File: src/rtl/muxpga_cfg_loader.sv
// rtl/muxpga_cfg_loader.sv - host-side config loader, readback checker and run stepper for the muxpga fabric
module muxpga_cfg_loader #(
  parameter int NIBBLES = 24
) (
  input  logic       clk_i,
  input  logic       reset_i,
  input  logic       start_i,
  input  logic       verify_en_i,
  input  logic       abort_i,
  input  logic [3:0] cfg_data_i,
  input  logic       cfg_valid_i,
  output logic       cfg_ready_o,
  input  logic [3:0] run_data_i,
  input  logic       run_valid_i,
  output logic [7:0] fab_io_in_o,
  input  logic [7:0] fab_io_out_i,
  output logic [7:0] result_o,
  output logic       result_valid_o,
  output logic       busy_o,
  output logic       cfg_done_o,
  output logic       cfg_error_o
);

  localparam int CW = $clog2(NIBBLES + 1);
  localparam logic [CW-1:0] LAST = CW'(NIBBLES - 1);

  localparam logic [1:0] CMD_SHIFT = 2'd0;
  localparam logic [1:0] CMD_STEP  = 2'd1;
  localparam logic [1:0] CMD_HOLD  = 2'd2;

  typedef enum logic [2:0] {
    S_IDLE,
    S_LOAD,
    S_VERIFY,
    S_RUN,
    S_FAIL
  } state_e;

  state_e          state_q, state_d;
  logic [CW-1:0]   count_q, count_d;
  logic [7:0]      chk_q, chk_d;
  logic [7:0]      rchk_q, rchk_d;
  logic            verify_q, verify_d;
  logic [7:0]      result_q, result_d;
  logic            result_valid_q, result_valid_d;
  logic            cfg_done_q, cfg_done_d;
  logic            cfg_error_q, cfg_error_d;
  logic [1:0]      cmd;
  logic [3:0]      nib;

  // Order-sensitive checksum: rotate left by one, fold the nibble into the low bits.
  function automatic logic [7:0] chk_next(input logic [7:0] c, input logic [3:0] n);
    return {c[6:0], c[7]} ^ {4'b0000, n};
  endfunction

  always_comb begin
    state_d        = state_q;
    count_d        = count_q;
    chk_d          = chk_q;
    rchk_d         = rchk_q;
    verify_d       = verify_q;
    result_d       = result_q;
    result_valid_d = 1'b0;
    cfg_done_d     = cfg_done_q;
    cfg_error_d    = cfg_error_q;
    cmd            = CMD_HOLD;
    nib            = 4'h0;
    cfg_ready_o    = 1'b0;

    case (state_q)
      S_IDLE: begin
        if (start_i && !abort_i) begin
          state_d     = S_LOAD;
          count_d     = '0;
          chk_d       = 8'h00;
          rchk_d      = 8'h00;
          cfg_done_d  = 1'b0;
          cfg_error_d = 1'b0;
          verify_d    = verify_en_i;
        end
      end
      S_LOAD: begin
        cfg_ready_o = 1'b1;
        if (cfg_valid_i) begin
          cmd   = CMD_SHIFT;
          nib   = cfg_data_i;
          chk_d = chk_next(chk_q, cfg_data_i);
          if (count_q == LAST) begin
            count_d = '0;
            state_d = verify_q ? S_VERIFY : S_RUN;
          end else begin
            count_d = count_q + CW'(1);
          end
        end
      end
      S_VERIFY: begin
        // Feeding the chain tail back into its head rotates it once per cycle.
        cmd    = CMD_SHIFT;
        nib    = fab_io_out_i[7:4];
        rchk_d = chk_next(rchk_q, fab_io_out_i[7:4]);
        if (count_q == LAST) begin
          count_d = '0;
          state_d = (rchk_d == chk_q) ? S_RUN : S_FAIL;
        end else begin
          count_d = count_q + CW'(1);
        end
      end
      S_RUN: begin
        if (run_valid_i) begin
          cmd            = CMD_STEP;
          nib            = run_data_i;
          result_d       = fab_io_out_i;
          result_valid_d = 1'b1;
        end
        if (start_i && !abort_i) begin
          state_d     = S_LOAD;
          count_d     = '0;
          chk_d       = 8'h00;
          rchk_d      = 8'h00;
          cfg_done_d  = 1'b0;
          cfg_error_d = 1'b0;
          verify_d    = verify_en_i;
        end
      end
      S_FAIL: begin
        state_d = S_IDLE;
      end
      default: begin
        state_d = S_IDLE;
      end
    endcase

    if (abort_i) begin
      state_d = S_IDLE;
    end
    if (state_d == S_RUN) begin
      cfg_done_d = 1'b1;
    end
    if (state_d == S_FAIL) begin
      cfg_error_d = 1'b1;
    end
  end

  always_ff @(posedge clk_i) begin
    if (reset_i) begin
      state_q        <= S_IDLE;
      count_q        <= '0;
      chk_q          <= 8'h00;
      rchk_q         <= 8'h00;
      verify_q       <= 1'b0;
      result_q       <= 8'h00;
      result_valid_q <= 1'b0;
      cfg_done_q     <= 1'b0;
      cfg_error_q    <= 1'b0;
    end else begin
      state_q        <= state_d;
      count_q        <= count_d;
      chk_q          <= chk_d;
      rchk_q         <= rchk_d;
      verify_q       <= verify_d;
      result_q       <= result_d;
      result_valid_q <= result_valid_d;
      cfg_done_q     <= cfg_done_d;
      cfg_error_q    <= cfg_error_d;
    end
  end

  assign fab_io_in_o    = {cmd, nib, 2'b00};
  assign result_o       = result_q;
  assign result_valid_o = result_valid_q;
  assign busy_o         = (state_q != S_IDLE);
  assign cfg_done_o     = cfg_done_q;
  assign cfg_error_o    = cfg_error_q;

endmodule

File: config.mk
export PLATFORM = sky130hd
export DESIGN_NAME = muxpga_cfg_loader
export DESIGN_NICKNAME = d
export VERILOG_FILES = /design/src/rtl/muxpga_cfg_loader.sv
export SDC_FILE = /design/constraint.sdc
export NUM_CORES = 1
export LEC_CHECK = 0
export BUFFER_PORTS_ARGS = -buffer_cell sky130_fd_sc_hd__buf_2
export CAP_MARGIN = 20
export CELL_PAD_IN_SITES_DETAIL_PLACEMENT = 0
export CELL_PAD_IN_SITES_GLOBAL_PLACEMENT = 1
export CORE_MARGIN = 1
export CORE_UTILIZATION = 34
export DETAILED_ROUTE_END_ITERATION = 12
export PLACE_DENSITY = 0.73
export SYNTH_ARGS = -nofsm -noshare
export SYNTH_HDL_FRONTEND = slang
export SYNTH_SLANG_ARGS = --single-unit
File: constraint.sdc
create_clock -name clk_i -period 1.5 [get_ports clk_i]
set_input_delay 0.3 -clock clk_i [delete_from_list [all_inputs] [get_ports clk_i]]
set_output_delay 0.3 -clock clk_i [all_outputs]
set_load 0.05 [all_outputs]
==> impl_metrics.env <==
export IMPL_status="complete, but fails checks"
export IMPL_violations="negative setup slack"
export IMPL_synth_ff_latch_count=36
export IMPL_antenna_found_initial=0
export IMPL_clk_latency_ns=0.29
export IMPL_root_buffer="clkbuf_8"
export IMPL_path_clk_slew_ns=0.07
export IMPL_cts_tree="done"
export IMPL_cp_start_kind="flop"
export IMPL_io_buffers=41
export IMPL_slew_violations=0
export IMPL_layout_drive_gt1_share_pct=48.7
export IMPL_hold_path_class="primary input to flop"
export IMPL_dieWidth_um=74.8
export IMPL_period_minus_slack_ns=1.84
export IMPL_htreeDepth=2
export IMPL_placed_cells=354
export IMPL_finalCritPeriodShare_pct=123
export IMPL_place_hpwl_um=3540
export IMPL_rows=26
export IMPL_timing_fmax_mhz=542
export IMPL_crit_required_ns=1.20
export IMPL_avgViaCountPerCell=4.89
export IMPL_p_total_mw=2.07
export IMPL_cts_path_max_buffers=2
export IMPL_vdd_drop_max_mv=0.428
export IMPL_dieArea_um2=5600
export IMPL_powerDensity_nw_per_um2=755
export IMPL_synth_edf_count=0
export IMPL_endpoint_kind="output pin"
export IMPL_ys_async_sr_fraction_pct=0
export IMPL_grt_pass1_wl_um=7890
export IMPL_p_leak_nw=1.13
export IMPL_dr_pass1_iters=5
export IMPL_final_area_um2=2740
export IMPL_grt_pass1_vias=1660
export IMPL_ios=44
export IMPL_rsz0062_at_grt="yes"
export IMPL_ys_seq_area_share_pct=40.0
export IMPL_synth_cell_types=37
export IMPL_cts_buffers=5
export IMPL_whs_ns=0.246
export IMPL_avgSynthCellArea_um2=8.05
export IMPL_antenna_left=0
export IMPL_routabilityCongestion=0.797
export IMPL_synth_area_top_cells="dfxtp_1, a21oi_1, nand2_1, nand3_1, xor2_1"
export IMPL_vias=1799
export IMPL_overflow=0
export IMPL_wirelength_um=5000
export IMPL_final_nets=321
export IMPL_crit_slowest_cell="a222oi_1"
export IMPL_synth_top_area_share_pct=40.0
export IMPL_stdcell_count=368
export IMPL_drc_errors=0
export IMPL_cts_hold_fix_buffers=0
export IMPL_critPathArrivalTime_ns=1.54
export IMPL_synth_area_um2=1800
export IMPL_yosys_warnings=0
export IMPL_crit_fanout=5
export IMPL_grt_max_degree=30
export IMPL_skew_ns=0.00824
export IMPL_start_util_pct=35.3
export IMPL_postSynthCellCount=224
export IMPL_n_antenna_cell=0
export IMPL_layout_setup_ws_ns=-0.345
export IMPL_die_h_um=74.8
export IMPL_worstSetupPathType="flop to output pin"
export IMPL_grt_usage_pct=18.7
export IMPL_hold_viol_final=0
export IMPL_setup_violations=19
export IMPL_crit_chain="inv_6 -> nor2_4 -> and2_4 -> a222oi_1 -> inv_2 -> buf_8"
export IMPL_fin_util_pct=53.6
export IMPL_synth_top_cell_by_area="dfxtp_1"
export IMPL_clkSinkCount=36
export IMPL_postPlaceCellArea_um2=2320
export IMPL_drv_cap=0
export IMPL_setup_tns_ns=-3.32
export IMPL_syn2layout_area_growth_pct=51.8
export IMPL_worst_path_largest_cell_delay_ns=0.38
export IMPL_place_ws_ns=-0.135
export IMPL_drtIter0Drc=105
export IMPL_coreArea_um2=5110
export IMPL_avgRoutedWirePerCell_um=13.6
export IMPL_synth_main_ff_cell="dfxtp_1"
==> logic make-up (layout without fill, tap and decap cells) <==
group	after synthesis	count (layout)	synth area share [%]
and+or+nand+nor	92	92	25.2
AOI/OAI and AO/OA	51	51	16.9
DFF	36	36	40.0
buffers and inverters	24	97	6.11
xor gates and xnor gates	17	17	9.78
muxes	2	2	1.11
adders and majority gates	1	1	0.694
other	1	2	0.208
==> worst paths after layout <==
path / slack (ns) / depth (start not counted) / start / to
setup / recovery: -0.34 / 6 / state_q[0]$_SDFF_PP0_ / fab_io_in_o[5]
setup reg to reg: -0.19 / 7 / state_q[0]$_SDFF_PP0_ / chk_q[0]$_SDFFE_PP0P_
hold reg to reg: 0.45 / 2 / result_o[3]$_SDFFE_PP0P_ / result_o[3]$_SDFFE_PP0P_
hold / removal: 0.25 / 3 / fab_io_out_i[3] / result_o[3]$_SDFFE_PP0P_
==> repair_timing <==
action                                  in CTS  in global routing
endpoints found under the setup margin      23                 33
buffers inserted                             3                  3
pin swaps                                   19                 17
gates resized for setup                     39                 30
==> critical path, delay by kind of cell, from the launching register on <==
family	cells	cell delay [ns]
AO/OA/AOI/OAI	1	0.38
buffers and inverters	3	0.31
AND/OR/NAND/NOR	2	0.21
flip-flops	1	0.36
==> final cells by class <==
cell class | count | area, um2
inverter | 8 | 35.0
tap | 70 | 87.6
fill | 500 | 2370
timing repair buffer | 81 | 587
sequential | 36 | 741
clock inverter | 2 | 35.0
multi-input combinational | 165 | 1180
clock buffer | 6 | 72.6
==> flip-flops by register name, summed over array words and instances, names as in the netlist, 3 cells and up <==
register and count:
state_q 3, chk_q 8, count_q 5, rchk_q 8, result_o 8
==> synth_stat cells, types with 5 or more instances <==
library cell / count
dfxtp_1: 36
nand2_1: 36
a21oi_1: 31
nand3_1: 18
nor2_1: 12
clkbuf_1: 8
inv_1: 8
xor2_1: 8
nand2b_1: 7
xnor2_1: 7
o21ai_0: 5
==> power by group <==
part	switching, mW	internal, mW
logic	0.142	0.118
clock network	0.354	0.493
registers	0.00334	0.955
total	0.499	1.57
==> layout by cell type (no fill, tap or decap), types with 3 or more instances in the layout <==
cell type and count:
xnor2_1 5, clkbuf_8 5, nand3_1 9, nand2b_1 4
dfxtp_2 10, buf_4 35, nand2b_4 3, buf_2 33
buf_6 11, xor2_1 7, a21oi_1 24, nand3_2 9
o21ai_1 3, dfxtp_1 24, nand2_1 35, a21oi_2 7
inv_2 5, nor2_1 9, a222oi_1 4
==> routing by layer <==
metal  share of wire (%)  track usage, %
met1                  49            25.0
met4                0.68            4.82
met5                   0               0
met3                 3.5            5.09
met2                  47            29.8
Note: power is estimated with default switching activity, not from simulation.
